<file path="src/rtl/csa5_seq_ctrl_pkg.sv">
// Shared types and constants for the csa5 sequencer around the five-operand
// 12-bit carry-save compressor.
package csa5_pkg;

    localparam int unsigned OPW       = 12;
    localparam int unsigned RESW      = 15;
    localparam int unsigned NUM_SLOTS = 5;

    typedef enum logic [1:0] {
        COLLECT,
        COMPRESS,
        ADD,
        HOLD
    } csa5_state_t;

    typedef logic [2:0]                 slot_idx_t;
    typedef logic [OPW-1:0]             operand_t;
    typedef logic [RESW-1:0]            result_t;
    typedef operand_t [NUM_SLOTS-1:0]   slots_t;

    // Plain arithmetic sum of all slots, independent of the CSA/CPA datapath.
    function automatic result_t ref_sum(input slots_t s);
        result_t acc;
        acc = '0;
        for (int unsigned i = 0; i < NUM_SLOTS; i++) begin
            acc = acc + result_t'(s[i]);
        end
        return acc;
    endfunction

endpackage

</file>
<file path="src/rtl/csa5_seq_ctrl_if.sv">
// Operand stream and result port of the csa5 sequencer; slave is the
// sequencer side, master is the producer/consumer side.
interface csa5_seq_ctrl_if;
    import csa5_pkg::*;

    logic      in_valid;
    logic      in_ready;
    operand_t  in_data;
    logic      in_last;
    logic      res_valid;
    logic      res_ready;
    result_t   res_data;
    slot_idx_t res_count;
    logic      err;

    modport slave (
        input  in_valid, in_data, in_last, res_ready,
        output in_ready, res_valid, res_data, res_count, err
    );

    modport master (
        output in_valid, in_data, in_last, res_ready,
        input  in_ready, res_valid, res_data, res_count, err
    );

endinterface

</file>
<file path="src/rtl/adder5x12.sv">
// Five-operand 12-bit carry-save compressor: out1 + out2 equals a+b+c+d+e
// modulo 2^15 (exact, since the true sum never reaches 2^15).
module adder5x12 (
    input  logic [11:0] a,
    input  logic [11:0] b,
    input  logic [11:0] c,
    input  logic [11:0] d,
    input  logic [11:0] e,
    output logic [14:0] out1,
    output logic [14:0] out2
);

    logic [14:0] ea, eb, ec, ed, ee;
    logic [14:0] s1, c1, s2, c2;

    always_comb begin
        ea = {3'b000, a};
        eb = {3'b000, b};
        ec = {3'b000, c};
        ed = {3'b000, d};
        ee = {3'b000, e};
        // Three 3:2 stages reduce five vectors to two.
        s1   = ea ^ eb ^ ec;
        c1   = ((ea & eb) | (ea & ec) | (eb & ec)) << 1;
        s2   = s1 ^ ed ^ ee;
        c2   = ((s1 & ed) | (s1 & ee) | (ed & ee)) << 1;
        out1 = s2 ^ c1 ^ c2;
        out2 = ((s2 & c1) | (s2 & c2) | (c1 & c2)) << 1;
    end

endmodule

</file>
<file path="src/rtl/csa5_seq_ctrl_cpa15.sv">
// RESW-bit ripple carry-propagate adder resolving the carry-save pair.
module cpa15
    import csa5_pkg::*;
(
    input  result_t a_i,
    input  result_t b_i,
    output result_t sum_o
);

    logic carry;

    always_comb begin
        sum_o = '0;
        carry = 1'b0;
        for (int unsigned i = 0; i < RESW; i++) begin
            sum_o[i] = a_i[i] ^ b_i[i] ^ carry;
            carry    = (a_i[i] & b_i[i]) | (carry & (a_i[i] ^ b_i[i]));
        end
    end

endmodule

</file>
<file path="src/rtl/csa5_seq_ctrl.sv">
// Groups up to five operands, compresses them with adder5x12 and resolves the sum.
// Optional self-check of the datapath enabled by defining CSA5_SEQ_CHECK_EN.
module csa5_seq_ctrl
    import csa5_pkg::*;
(
    input logic             clk,
    input logic             rst_n,
    csa5_seq_ctrl_if.slave  bus
);

    csa5_state_t state_q, state_d;
    slots_t      slots_q, slots_d;
    slot_idx_t   cnt_q, cnt_d;
    result_t     csa1_q, csa2_q;
    result_t     cmp_out1, cmp_out2, cpa_sum;
    result_t     res_data_q, res_data_d;
    slot_idx_t   res_count_q, res_count_d;
    logic        accept;
    logic        close_grp;

    adder5x12 u_csa (
        .a    (slots_q[0]),
        .b    (slots_q[1]),
        .c    (slots_q[2]),
        .d    (slots_q[3]),
        .e    (slots_q[4]),
        .out1 (cmp_out1),
        .out2 (cmp_out2)
    );

    cpa15 u_cpa (
        .a_i   (csa1_q),
        .b_i   (csa2_q),
        .sum_o (cpa_sum)
    );

    always_comb begin
        state_d     = state_q;
        slots_d     = slots_q;
        cnt_d       = cnt_q;
        res_data_d  = res_data_q;
        res_count_d = res_count_q;
        accept      = (state_q == COLLECT) && bus.in_valid;
        close_grp   = accept && (bus.in_last || (cnt_q == slot_idx_t'(NUM_SLOTS - 1)));

        case (state_q)
            COLLECT: begin
                if (accept) begin
                    for (int unsigned i = 0; i < NUM_SLOTS; i++) begin
                        if (cnt_q == slot_idx_t'(i)) begin
                            slots_d[i] = bus.in_data;
                        end
                    end
                    cnt_d = cnt_q + 3'd1;
                    if (close_grp) begin
                        state_d = COMPRESS;
                    end
                end
            end
            COMPRESS: state_d = ADD;
            ADD: begin
                res_data_d  = cpa_sum;
                res_count_d = cnt_q;
                state_d     = HOLD;
            end
            HOLD: begin
                if (bus.res_ready) begin
                    slots_d = '0;
                    cnt_d   = '0;
                    state_d = COLLECT;
                end
            end
            default: state_d = COLLECT;
        endcase
    end

    always_ff @(posedge clk) begin
        if (!rst_n) begin
            state_q     <= COLLECT;
            slots_q     <= '0;
            cnt_q       <= '0;
            csa1_q      <= '0;
            csa2_q      <= '0;
            res_data_q  <= '0;
            res_count_q <= '0;
        end else begin
            state_q     <= state_d;
            slots_q     <= slots_d;
            cnt_q       <= cnt_d;
            res_data_q  <= res_data_d;
            res_count_q <= res_count_d;
            if (state_q == COMPRESS) begin
                csa1_q <= cmp_out1;
                csa2_q <= cmp_out2;
            end
        end
    end

    assign bus.in_ready  = (state_q == COLLECT);
    assign bus.res_valid = (state_q == HOLD);
    assign bus.res_data  = res_data_q;
    assign bus.res_count = res_count_q;

`ifdef CSA5_SEQ_CHECK_EN
    logic err_q;

    always_ff @(posedge clk) begin
        if (!rst_n) begin
            err_q <= 1'b0;
        end else if ((state_q == ADD) && (ref_sum(slots_q) != cpa_sum)) begin
            err_q <= 1'b1;
        end
    end

    assign bus.err = err_q;
`else
    assign bus.err = 1'b0;
`endif

endmodule

</file>
<file path="src/flat_wrapper.sv">
// flat-port wrapper written by rule: the top's interface ports become plain ports
module csa5_seq_ctrl_flat import csa5_pkg::*;
  (clk, rst_n, bus_in_valid, bus_in_data, bus_in_last, bus_res_ready, bus_in_ready, bus_res_valid, bus_res_data, bus_res_count, bus_err);
  csa5_seq_ctrl_if bus_i ();
  input logic clk;
  input logic rst_n;
  input wire logic [$bits(bus_i.in_valid)-1:0] bus_in_valid;
  input wire logic [$bits(bus_i.in_data)-1:0] bus_in_data;
  input wire logic [$bits(bus_i.in_last)-1:0] bus_in_last;
  input wire logic [$bits(bus_i.res_ready)-1:0] bus_res_ready;
  output wire logic [$bits(bus_i.in_ready)-1:0] bus_in_ready;
  output wire logic [$bits(bus_i.res_valid)-1:0] bus_res_valid;
  output wire logic [$bits(bus_i.res_data)-1:0] bus_res_data;
  output wire logic [$bits(bus_i.res_count)-1:0] bus_res_count;
  output wire logic [$bits(bus_i.err)-1:0] bus_err;
  assign bus_i.in_valid = bus_in_valid;
  assign bus_i.in_data = bus_in_data;
  assign bus_i.in_last = bus_in_last;
  assign bus_i.res_ready = bus_res_ready;
  assign bus_in_ready = bus_i.in_ready;
  assign bus_res_valid = bus_i.res_valid;
  assign bus_res_data = bus_i.res_data;
  assign bus_res_count = bus_i.res_count;
  assign bus_err = bus_i.err;
  csa5_seq_ctrl u_core (.clk(clk), .rst_n(rst_n), .bus(bus_i));
endmodule
</file>
<file path="config.mk">
export PLATFORM = sky130hd
export DESIGN_NAME = csa5_seq_ctrl_flat
export DESIGN_NICKNAME = d
export VERILOG_FILES = /design/src/rtl/csa5_seq_ctrl_pkg.sv /design/src/rtl/csa5_seq_ctrl_if.sv /design/src/rtl/adder5x12.sv /design/src/rtl/csa5_seq_ctrl_cpa15.sv /design/src/rtl/csa5_seq_ctrl.sv /design/src/flat_wrapper.sv
export SDC_FILE = /design/constraint.sdc
export NUM_CORES = 1
export LEC_CHECK = 0
export ABC_AREA = 1
export CORE_ASPECT_RATIO = 0.75
export CORE_MARGIN = 5
export CORE_UTILIZATION = 32
export DETAILED_ROUTE_END_ITERATION = 8
export GPL_TIMING_DRIVEN = 0
export HOLD_SLACK_MARGIN = 0.02
export PLACE_DENSITY = 0.53
export SETUP_SLACK_MARGIN = 0.1
export SKIP_LAST_GASP = 1
export SLEW_MARGIN = 10
export SYNTH_ARGS = -nofsm -noshare
export SYNTH_HDL_FRONTEND = slang
export SYNTH_HIERARCHICAL = 1
export SYNTH_SLANG_ARGS = --single-unit
</file>
<file path="constraint.sdc">
create_clock -name clk -period 5.1 [get_ports clk]
set_input_delay 1.02 -clock clk [delete_from_list [all_inputs] [get_ports clk]]
set_output_delay 1.02 -clock clk [all_outputs]
set_load 0.01 [all_outputs]
</file>
# Word level (Yosys, flattened, before mapping)
# Cells that the tools add are included.
# W data, S select, Z words.
# word_totals
elab_cells	140
out_inout_bits	21
latch_bits	0
ramBits	0
n_memories	0
mem_bits_ro	0
input_bits	17
ff_bits	112
# op_classes
muxes	15
shifts	0
n_bitwise	85
div	0
order_cmp	0
n_mul	0
reduce_logical	13
n_eq_ne	15
add_sub_neg	1
# ops
operator	n
$mux W60	2
$pmux W60 S2	1
$mux W12	5
$and A12 B12 Y12	4
$or A14 B14 Y14	3
$xor A12 B12 Y12	3
$and A14 B12 Y14	2
$xor A1 B1 Y1	27
$and A1 B1 Y1	25
$or A12 B12 Y12	2
$reduce_and A4 Y1	5
$xor A15 B12 Y15	1
$xor A15 B13 Y15	1
$xor A15 B15 Y15	1
$and A13 B14 Y14	1
$and A14 B13 Y14	1
$and A14 B14 Y14	1
$ne A2 B1 Y1 const B	7
$or A14 B12 Y14	1
$or A1 B1 Y1	12
$pmux W2 S4	1
$eq A3 B2 Y1 const B	2
$mux W2	3
$mux W3	2
other kinds (13)	16

# Longest topological paths before layout
# Gate-level depths: netlist of the first run.
# logic_depth
ltp_word	26
mapped_depth	21
depth_no_buf	21

# Modules after synthesis
# Netlist of the first run, hierarchy kept.
# modules_own_cells
mod	area_each_um2	instances	seq_area_each_um2	cells_per_inst
csa5_seq_ctrl	4629.4	1	2262.2	639
adder5x12	773.2	1	0.0	47
cpa15	331.6	1	0.0	29

# Least setup slack after synthesis of the first run
# Ideal clock, no wire load.
# synth_path
path_kind	register to register
from	reg, netlist name u_core/csa1_q[0]
to	reg u_core.res_data_q[14] (netlist: u_core/bus.res_data[14])
path_slack_ns	-0.528
t_required_ns	4.984
synth_period_minus_slack_ns	5.628
path_stages_with_launch	21
setup_time_ns	0.116
n_path_buf	0
t_arrival_ns	5.512
cell_sequence	dfxtp_1 ha_1 inv_1 fa_1 inv_1 fa_1 fa_1 fa_1 fa_1 fa_1 fa_1 fa_1 fa_1 fa_1 fa_1 fa_1 fa_1 nand3_1 nand2_1 nor2_1 nor2_1
# synth_rtl
item	line	text
end signal, assigned	csa5_seq_ctrl.sv:90	res_data_q <= res_data_d;
end, declared	csa5_seq_ctrl.sv:16	result_t res_data_q, res_data_d;

==> key figures, run 1 <==
Run status
  – Status: finished with violations
  – Failing checks: negative setup slack

Timing
  – Total negative setup slack: -0.631 ns
  – Count of pins over their slew limit: 0
  – Worst Tran Pin Value: between 0.6 and 0.7 ns
  – Unrepaired setup endpoints after global routing: yes
  – Finish-stage setup viols: 2
  – Final Hold Fails: 0
  – Max-Slew Margin vs Limit: between 50 and 60%
  – Clk_skew: between 0.007 and 0.008 ns
  – Highest Clock Rate: approximately 180 MHz
  – Final Worst Setup Slack: -0.319 ns
  – Post-layout min period: approximately 5.4 ns
  – Tcrit/Tclk final: 106%
  – Hold Slack: around 0.49 ns

Clocking
  – CTS max path bufs: 2
  – Later-pin clock latency in the skew report: approximately 0.42 ns
  – Number of CTS-inserted buffers: 17
  – CTS sink cnt: between 100 and 150
  – Clock root buffer: clkbuf_16
  – CTS clock-pin slew for the worst setup and hold paths: roughly 0.05 ns
  – H-tree levels: 4
  – Setup bufs post-CTS: 0
  – CTS tree: done

Yosys
  – YS warnings: 6
  – Register bit total from synthesis: between 100 and 150
  – Number of synthesized flops with an enable pin: 0
  – Post-Syn Area: approximately 5700 um^2
  – Top cells by count, synth: nor2_1 (209), dfxtp_1 (113), nand2_1 (105), inv_1 (51), o21ai_0 (50)
  – Most frequent cell after synthesis: nor2_1
  – Ys async rst share: 0%
  – Unique masters post-synth: 26
  – Ys flop type: dfxtp_1
  – Mapped Avg Cell Area: roughly 8.0 um^2
  – Top-area cell type share of the netlist area: 39.5%
  – Cells after Synth: 715
  – Seq/Total Area, Yosys: between 30 and 40%
  – Top cell type by total area after synthesis: dfxtp_1
  – Synth top area cells: dfxtp_1 (39%), fa_1 (17%), nor2_1 (14%)

Power
  – Clock share of power: a little under a quarter
  – Pwr/cell area: about 730 nW/um^2
  – Psw: around 2.2 mW
  – Leakage power total: 3.25 nW
  – Int Power: around 2.9 mW
  – Switching share of power: 42.8%
  – Combinational Power Share: 47.9%
  – Sequential Power Share: between 20% and 30%
  – VDD IR max: 0.276 mV

Detailed routing
  – WL/cell: 15.3 um
  – DR pass1 iterations: 5
  – DR vias: ~4700
  – DRT iter0 DRCs: between 300 and 400
  – Vias per cell: 4.59
  – Final wirelength: ~16 mm
  – Post-route antenna net violation count: 0
  – Post-route DRC: 0

Worst setup path
  – WS Path Type: reg2reg
  – Worst reg-to-reg setup slack: -0.32 ns
  – Worst r2r dst: u_core/bus.res_data[13]
  – Worst Path Arrival: just under 6 ns
  – Critical path peak fanout: 2
  – CP startpoint kind: flop
  – CP Data Required Time: about 5.5 ns
  – FF-to-FF path depth: 18
  – Crit end category: flop
  – Critical R2R Launch: u_core/csa1_q[0]

Global routing
  – Largest net degree at the start of global routing: 17
  – GRT Total Usage: ~16%
  – Vias in the first global route: about 4500
  – Gr ovfl total: 0
  – Antenna violations before repair: 0
  – Global-route wire length before repair: around 25 mm

Die
  – Starting density of the core: roughly a third
  – Core Footprint: 17600 um^2
  – Ports: 38
  – Cell row count: 42
  – Die height: roughly 130 um
  – Die span in x: ~160 um
  – Die area: between 20000 and 25000 um^2

Cells and area
  – Multi-input gate area: a little over 3000 um^2
  – # fillers: 1827
  – P&R area growth vs syn: 22.6%
  – Antenna cell count: 0
  – Share of cells above drive strength 1: between 10% and 20%
  – Final #Nets: 850
  – Sequential cell area: 2260 um^2

Place
  – HPWL Detailed: about 12 mm
  – Buffers on Ports: 35
  – Final GP Congestion: ~0.84

Hold path
  – HP Class: reg2reg
  – Hold worst-path end: u_core/slots_q[11]
  – Hold Path Depth: 2
  – Hold Crit Start: u_core/slots_q[11]

Flow run
  – Max_cap viols: 0
==> stage by stage <==
step / cell area, um^2 / std cells / util [%] / total power, mW / setup WS [ns]
2_1_floorplan: 5780 / 719 / - / 3.11 / -0.0690
6_report: 7030 / 1028 / 39.9 / 5.15 / -0.319
4_1_cts: 7030 / 1028 / 39.9 / 5.19 / -0.315
3_5_place_dp: 6440 / 996 / 36.6 / 3.97 / -0.270
5_1_grt: 7030 / 1028 / 39.9 / 5.60 / -0.460
3_3_place_gp: 6440 / 996 / 36.6 / 3.95 / -0.289
==> final cells by class <==
| class | instances | share of cell area [%] |
|---|---|---|
| multi-input combinational | 509 | 44.1 |
| sequential | 113 | 32.2 |
| clock buffer | 20 | 6.35 |
| timing repair buffer | 35 | 4.98 |
| tap | 242 | 4.31 |
| buffer | 43 | 3.17 |
| inverter | 54 | 2.88 |
| clock inverter | 12 | 1.99 |
==> layout by cell type, fill, tap and decap left out, types with 3 or more instances in the layout <==
cell               n
nand3_2            3
o21ai_0           50
buf_2             13
clkbuf_1          18
bufinv_16          3
ha_1              11
fa_2              13
clkinv_2           7
conb_1             6
nand3_1           16
a21oi_1           17
nand2_1          105
buf_4              8
nor2_1           209
clkdlybuf4s50_1   35
nand4_1           33
inv_1             49
inv_2              5
clkbuf_16         17
fa_1              35
dfxtp_1          112
buf_1              4
==> worst max-delay path: stages, from the launching register on <==
cell	delay, ns
dfxtp_2	0.32
ha_2	0.18
inv_2	0.05
fa_2	0.18
inv_2	0.04
fa_2	0.34
fa_2	0.37
fa_2	0.34
fa_2	0.35
fa_2	0.37
fa_2	0.38
fa_2	0.38
fa_2	0.36
fa_2	0.35
fa_2	0.35
fa_2	0.34
fa_2	0.52
nor2_1	0.04
nor2_1	0.11
==> layer usage <==
layer  vias up  wire, um  track usage (%)
li1       2354         -                -
met1      2198      8070             24.1
met2       139      6270             21.8
met3        23      1090             4.80
met4         0       311             5.23
met5         -         0                0
==> registers in the layout, summed over array words and instances, names as in the netlist <==
signal                flops
u_core/slots_q           60
u_core/bus.res_data      15
u_core/csa1_q            15
u_core/csa2_q            15
u_core/bus.res_count      3
u_core/cnt_q              3
u_core/state_q            2
==> timing repair <==
item	in CTS	in global routing
hold buffers	0	0
resized for setup	2	0
endpoints found under the setup margin	3	3
endpoints found under the hold margin	0	0
pin swaps	5	1
cloned	0	0
==> logic make-up after synthesis <==
group	share of synthesized area (%)
flops	39.5
buf+inv	7.42
other cells	0.131
compound gates	5.93
fa+ha+maj	19.4
simple gates	27.7
==> power by group through the flow <==
stage / Clock [mW] / Sequential (mW) / Combinational, mW
5_1_grt: 1.27 / 1.55 / 2.78
3_5_place_dp: 0 / 1.52 / 2.45
4_1_cts: 1.22 / 1.50 / 2.47
6_report: 1.19 / 1.50 / 2.46
2_1_floorplan: 0 / 1.49 / 1.62
3_3_place_gp: 0 / 1.52 / 2.43
==> worst max-delay path by stage <==
stage	start	end	slack, ns	cells past startpoint
2_1_floorplan	u_core/csa1_q[0]	u_core/bus.res_data[14]	-0.07	20
3_3_place_gp	u_core/csa1_q[0]	u_core/bus.res_data[13]	-0.29	18
3_5_place_dp	u_core/csa1_q[0]	u_core/bus.res_data[14]	-0.27	21
4_1_cts	u_core/csa1_q[0]	u_core/bus.res_data[13]	-0.31	18
5_1_grt	u_core/csa1_q[0]	u_core/bus.res_data[14]	-0.46	21
6_report	u_core/csa1_q[0]	u_core/bus.res_data[13]	-0.32	18
No activity file was read; power rests on OpenSTA's default activity.
==> run 2, diff against run 1 <==
--- a/config.mk
+++ b/config.mk
@@ -9,6 +9,7 @@
 export CORE_ASPECT_RATIO = 0.75
 export CORE_MARGIN = 5
 export CORE_UTILIZATION = 32
+export CTS_CLUSTER_DIAMETER = 50
 export DETAILED_ROUTE_END_ITERATION = 8
 export GPL_TIMING_DRIVEN = 0
 export HOLD_SLACK_MARGIN = 0.02
==> constraint.sdc (replaced) <==
create_clock -name clk -period 4.5 [get_ports clk]
set_input_delay 0.9 -clock clk [delete_from_list [all_inputs] [get_ports clk]]
set_output_delay 0.9 -clock clk [all_outputs]
set_load 0.01 [all_outputs]
==> run 2 against run 1 <==
Net effect: the run still ends with negative setup slack left; critical path depth grew 3; maximum frequency grew 0.38%; critical endpoint is now u_core/bus.res_data[14]; final cell count did not move; wire length shrank 0.22%; flip-flop and latch count did not move; worst setup slack lost 0.58 ns; combinational power grew 13%.
==> key figures, run 2 (synthesis gave the netlist of run 1 again) <==
Cells and area
  – Final #Nets: 850 (unchanged)
  – Register name with the most flops: u_core/slots_q
  – P&R area growth vs syn: 22.5%
  – Max reg flops: 60 (unchanged)
  – # fillers: 1789 (-2.1%)
  – Most frequent cells in the layout: nor2_1 (209), dfxtp_1 (111), nand2_1 (105)
  – Share of cells above drive strength 1: 10.7% (unchanged)
  – Antenna cell count: 0 (unchanged)
  – Commonest non-fill, non-tap cell in the layout: nor2_1
  – Non-Filler Instances: 1028 (unchanged)
  – Design area: 7020 um^2 (-0.11%)
  – Final core occ: 39.9% (-0.043 points)

Worst setup path
  – Worst Path Arrival: 5.75 ns (-0.03 ns)
  – Critical path peak fanout: 2 (unchanged)
  – WS Path Type: reg2reg
  – CP startpoint kind: flop
  – Critical-path top delay cell: fa_2
  – Crit path buf inv count: 3 (+1)
  – Crit end category: flop
  – CP Data Required Time: 4.85 ns (-0.61 ns)
  – Cells along the critical path: ha_4 -> inv_2 -> fa_2 -> inv_2 -> fa_2 -> fa_2 -> fa_2 -> fa_2 -> fa_2 -> fa_2 -> fa_2 -> fa_2 -> fa_2 -> fa_2 -> fa_2 -> fa_2 -> inv_1 -> nand3_1 -> nand2_1 -> nor2_1 -> nor2_1
  – Most numerous cell on the critical path: fa_2
  – Worst path top cell family by delay: adder cells
  – CP peak stage delay: 0.38 ns (-0.14 ns)

Timing
  – Clk_skew: 0.00750 ns (+0.000366 ns)
  – Highest Clock Rate: 185 MHz (+0.38%)
  – Post-layout min period: 5.40 ns (-0.0204 ns)
  – Unrepaired setup endpoints after global routing: yes
  – Total negative setup slack: -2.50 ns (-1.87 ns)
  – Final Worst Setup Slack: -0.898 ns (-0.580 ns)
  – Count of pins over their slew limit: 0 (unchanged)
  – Tcrit/Tclk final: 120% (+14 points)
  – Max-Slew Margin vs Limit: 55.1% (-0.33 points)
  – Worst Tran Pin Value: 0.674 ns (+0.00488 ns)
  – Finish-stage setup viols: 4 (+2)
  – Final Hold Fails: 0 (unchanged)

Clocking
  – CTS sink cnt: 113 (unchanged)
  – CTS tree: done
  – CTS max path bufs: 2 (unchanged)
  – H-tree levels: 4 (unchanged)
  – Number of CTS-inserted buffers: 17 (unchanged)
  – Setup bufs post-CTS: 0 (unchanged)
  – Clock root buffer: clkbuf_16
  – Later-pin clock latency in the skew report: 0.41 ns (about the same)
  – CTS clock-pin slew for the worst setup and hold paths: 0.06 ns (about the same)

Run status
  – Status: finished with violations
  – Failing checks: negative setup slack

Die
  – Cell row count: 42 (unchanged)
  – Ports: 38 (unchanged)
  – Die area: 20700 um^2 (unchanged)
  – Die height: 126 um (unchanged)
  – Die span in x: 165 um (unchanged)
  – Starting density of the core: 32.6% (unchanged)
  – Core Footprint: 17600 um^2 (unchanged)

Detailed routing
  – DR pass1 iterations: 5 (unchanged)
  – DRT iter0 DRCs: 353 (+14%)
  – Final wirelength: 15.7 mm (-0.22%)
  – Vias per cell: 4.60 (+0.40%)
  – Post-route antenna net violation count: 0 (unchanged)
  – WL/cell: 15.3 um (-0.22%)
  – Post-route DRC: 0 (unchanged)
  – DR vias: 4733 (+0.40%)

Global routing
  – Global-route wire length before repair: 25.2 mm (+0.88%)
  – Antenna violations before repair: 0 (unchanged)
  – Gr ovfl total: 0 (unchanged)
  – Vias in the first global route: 4548 (+1.4%)
  – GRT Total Usage: 16.1% (+0.035 points)
  – Largest net degree at the start of global routing: 17 (unchanged)

Place
  – Dpl cell area: 6440 um^2 (unchanged)
  – HPWL Detailed: 11.5 mm (-0.85%)
  – Buffers on Ports: 35 (unchanged)
  – Final GP Congestion: 0.807 (-4.0%)
  – Placed cell count: 996 (unchanged)

Flow run
  – Max_cap viols: 0 (unchanged)

Power
  – Pwr/cell area: 827 nW/um^2 (+13%)
  – Leakage power total: 3.24 nW (-0.44%)
  – Pwr Total: 5.81 mW (+13%)
  – VDD IR max: 0.291 mV (+5.2%)

Hold path
  – HP Class: reg2reg
-- run 2: cell count changes in the layout (fill, tap and decap cells not counted) --
cell and delta:
bufinv_16 -1, nand3_1 +1, dfxtp_1 -1, clkinv_2 -1, clkbuf_8 +1, clkinvlp_4 +1, ha_4 +1, nand3_2 -1
ha_2 -1, dfxtp_2 +1
-- run 2: per-layer routing --
metal / up-vias / GRT usage (%) / wire length [um]
met5: - / 0 / 0
met4: 0 / 5.77 / 267
met3: 16 / 3.59 / 1140
met2: 144 / 22.7 / 6510
met1: 2222 / 24.0 / 7790
li1: 2351 / - / -
-- run 2: worst paths after layout --
check                          start                      end  slack [ns]  cells after the start
hold / removal    u_core/slots_q[23]       u_core/slots_q[23]        0.49                      2
hold reg to reg   u_core/slots_q[23]       u_core/slots_q[23]        0.49                      2
setup reg to reg    u_core/csa1_q[0]  u_core/bus.res_data[14]       -0.90                     21
setup / recovery    u_core/csa1_q[0]  u_core/bus.res_data[14]       -0.90                     21
-- run 2: layout make-up --
| class | count | area [um^2] | area share (%) |
|---|---|---|---|
| plain buffers | 43 | 223 | 3.17 |
| clock buffers | 21 | 460 | 6.56 |
| clock inverters | 11 | 113 | 1.60 |
| inverters | 54 | 203 | 2.89 |
| multi-input cells | 509 | 3110 | 44.2 |
| flip-flops and latches | 113 | 2260 | 32.2 |
| well taps | 242 | 303 | 4.31 |
| repair buffers | 35 | 350 | 4.99 |
-- run 2: report_power, final --
group	internal (mW)	leakage [nW]	switching, mW
registers	1.41	0.929	0.296
clock network	0.836	0.278	0.478
logic	1.07	2.03	1.72
total	3.31	3.24	2.50
-- run 2: what timing repair did --
item                                   in CTS  in global routing
resized for setup                           1                  2
endpoints found under the hold margin       0                  0
pin swaps                                   1                  2
hold buffers                                0                  0
setup endpoints to repair                   4                  5
-- run 2: per-stage QoR --
| stage | hold slack, ns | worst slack, ns |
|---|---|---|
| 6_report | 0.489 | -0.898 |
| 2_1_floorplan | 0.452 | -0.669 |
| 5_1_grt | 0.504 | -1.02 |
| 3_5_place_dp | 0.476 | -0.857 |
| 3_3_place_gp | 0.466 | -0.859 |
| 4_1_cts | 0.489 | -0.904 |
-- run 2: worst reg2reg max path, cell delays in order, from the launching register on --
cell	delay (ns)
dfxtp_2	0.33
ha_4	0.15
inv_2	0.05
fa_2	0.18
inv_2	0.04
fa_2	0.34
fa_2	0.37
fa_2	0.34
fa_2	0.35
fa_2	0.37
fa_2	0.36
fa_2	0.38
fa_2	0.36
fa_2	0.35
fa_2	0.35
fa_2	0.34
fa_2	0.34
inv_1	0.06
nand3_1	0.07
nand2_1	0.06
nor2_1	0.04
nor2_1	0.10
==> RTL change (flow settings as in run 1) <==
Compare `cnt_q` against `slot_idx_t'(NUM_SLOTS - 1)` with >= in place of ==.
--- a/src/rtl/csa5_seq_ctrl.sv
+++ b/src/rtl/csa5_seq_ctrl.sv
@@ -41,7 +41,7 @@
         res_data_d  = res_data_q;
         res_count_d = res_count_q;
         accept      = (state_q == COLLECT) && bus.in_valid;
-        close_grp   = accept && (bus.in_last || (cnt_q == slot_idx_t'(NUM_SLOTS - 1)));
+        close_grp   = accept && (bus.in_last || (cnt_q >= slot_idx_t'(NUM_SLOTS - 1)));
 
         case (state_q)
             COLLECT: begin
Behaviour: no difference found for any inputs over 4 cycles, from zero or initial values and one cycle with rst_n low; that may be too few to reach the edited logic, so the function may still have changed.
==> RTL change against run 1 <==
Sequential cell count unchanged. Design area increased by 0.94%. Non-clock buffer count increased by 2. The flow still finishes with violations (setup timing). Routed wire length increased by 0.64%. Die area increased by 1.2%. Synthesized area increased by 1.3%. Critical path depth increased by 2. Global-route usage about the same. Worst setup slack improved by 25 ps. Via count increased by 0.21%. Power increased by 1.5%.
==> RTL change: results (changes against run 1) <==
Global routing
  • Initial antenna violation count: 0 (unchanged)
  • GRT Residual Overflow: 0 (unchanged)
  • First-pass GRT wire length: 25300 µm (+1.2%)
  • Total GRT Usage: 16.0% (-0.030 points)
  • Vias in the first global route: 4506 (+0.51%)

Critical path
  • Top delay family on crit path: adder cells
  • Reg2Reg Capture Point: u_core/bus.res_data[14]
  • Crit. End Element: flop
  • Crit-path slowest cell: fa_2
  • Cell depth of the worst flop-to-flop path: 20 (+2)
  • Worst EP arrival: 5700 ps (-80 ps)
  • Crit-path max FO: 2 (unchanged)
  • Slowest stage delay, CP: 380 ps (-140 ps)

STA
  • WHS: 482 ps (-6.97 ps)
  • Fin Setup TNS: -568 ps (+63.5 ps)
  • Least-Margin Pin Slew: 749 ps (+80.5 ps)
  • Final setup violation count: 2 (unchanged)
  • Clock skew: 9.57 ps (+2.43 ps)
  • Final WS setup: -294 ps (+25.1 ps)

Clock network
  • Post_cts resized: 1 (-1)
  • Setup bufs post-CTS: 0 (unchanged)
  • CTS Buffer Depth: 2 (unchanged)
  • Clock transition at the registers of the reported paths: 50 ps (about the same)
  • H-tree depth: 4 (unchanged)
  • Worst-Skew Late Latency: 420 ps (about the same)

Route
  • First DRT Iteration DRCs: 340 (+10%)
  • Via-per-instance ratio: 4.57 (-0.27%)
  • Routed len/inst: 15.3 µm (+0.15%)
  • Routed vias: 4724 (+0.21%)
  • Initial DRT Pass Iterations: 5 (unchanged)

Finish
  • Biggest register: u_core/slots_q
  • Max reg flops: 60 (unchanged)
  • Share of layout cells above drive strength 1: 11.9% (+1.2 points)
  • Nets: 857 (+0.82%)
  • ANT cells: 0 (unchanged)

Yosys
  • Synth Area in Compound Gates: 4.65% (-1.3 points)
  • Count of cell types in the netlist: 24 (-7.7%)
  • Post-synthesis cell count: 722 (+0.98%)
  • Seq/Total Area, Yosys: 38.9% (-0.51 points)
  • Synth top area cells: dfxtp_1, fa_1, nor2_1
  • Post-synthesis xor/xnor area fraction: 0% (unchanged)
  • Most frequent cells after synthesis: nor2_1, dfxtp_1, nand2_1, inv_1, o21ai_0
  • Adder-Cell Fraction of Synth Area: 19.1% (-0.25 points)
  • Mux contribution to synthesized area: 0% (unchanged)

Run status
  • Status: complete, but fails checks
  • Failing checks: setup timing

Pwr
  • Maximum vdd drop: 230 µV (-17%)
  • Leak Pwr: 3.26 nW (+0.17%)

Hold path
  • Hold endpoint: u_core/slots_q[35]
  • Tightest Hold Check Type: flop to flop
  • Hold path startpoint: u_core/slots_q[35]

Place
  • Placer's final routability congestion estimate: 0.833 (-0.92%)
  • Dpl hpwl: 11700 µm (+0.80%)
  • PortBufs: 35 (unchanged)
  • Dpl ws: -262 ps (+7.93 ps)
  • Inst Count DP: 1003 (+0.70%)
RTL change: metal layers:
layer | share of wire, % | track usage, % | vias up
li1 | - | - | 2368
met1 | 51 | 23.9 | 2238
met2 | 42 | 22.6 | 103
met3 | 5.7 | 4.70 | 15
met4 | 1.0 | 3.93 | 0
met5 | 0 | 0 | -
RTL change: layout make-up:
type,count,area (µm²)
clock inverter,6,80.1
buffer,45,228
tap,242,303
inverter,54,203
fill,1873,10700
clock buffer,24,492
sequential,113,2260
multi-input combinational,514,3180
timing repair buffer,35,350
RTL change: per-stage QoR:
step	power [mW]	cell area [µm²]
2_1_floorplan	3.23	5860
3_3_place_gp	4.08	6510
3_5_place_dp	4.09	6510
4_1_cts	5.28	7090
5_1_grt	5.72	7100
6_report	5.23	7100
RTL change: where the power goes:
group / switching [mW] / internal [mW]
Sequential: 0.277 / 1.26
Clock: 0.403 / 0.761
Combinational: 1.56 / 0.969
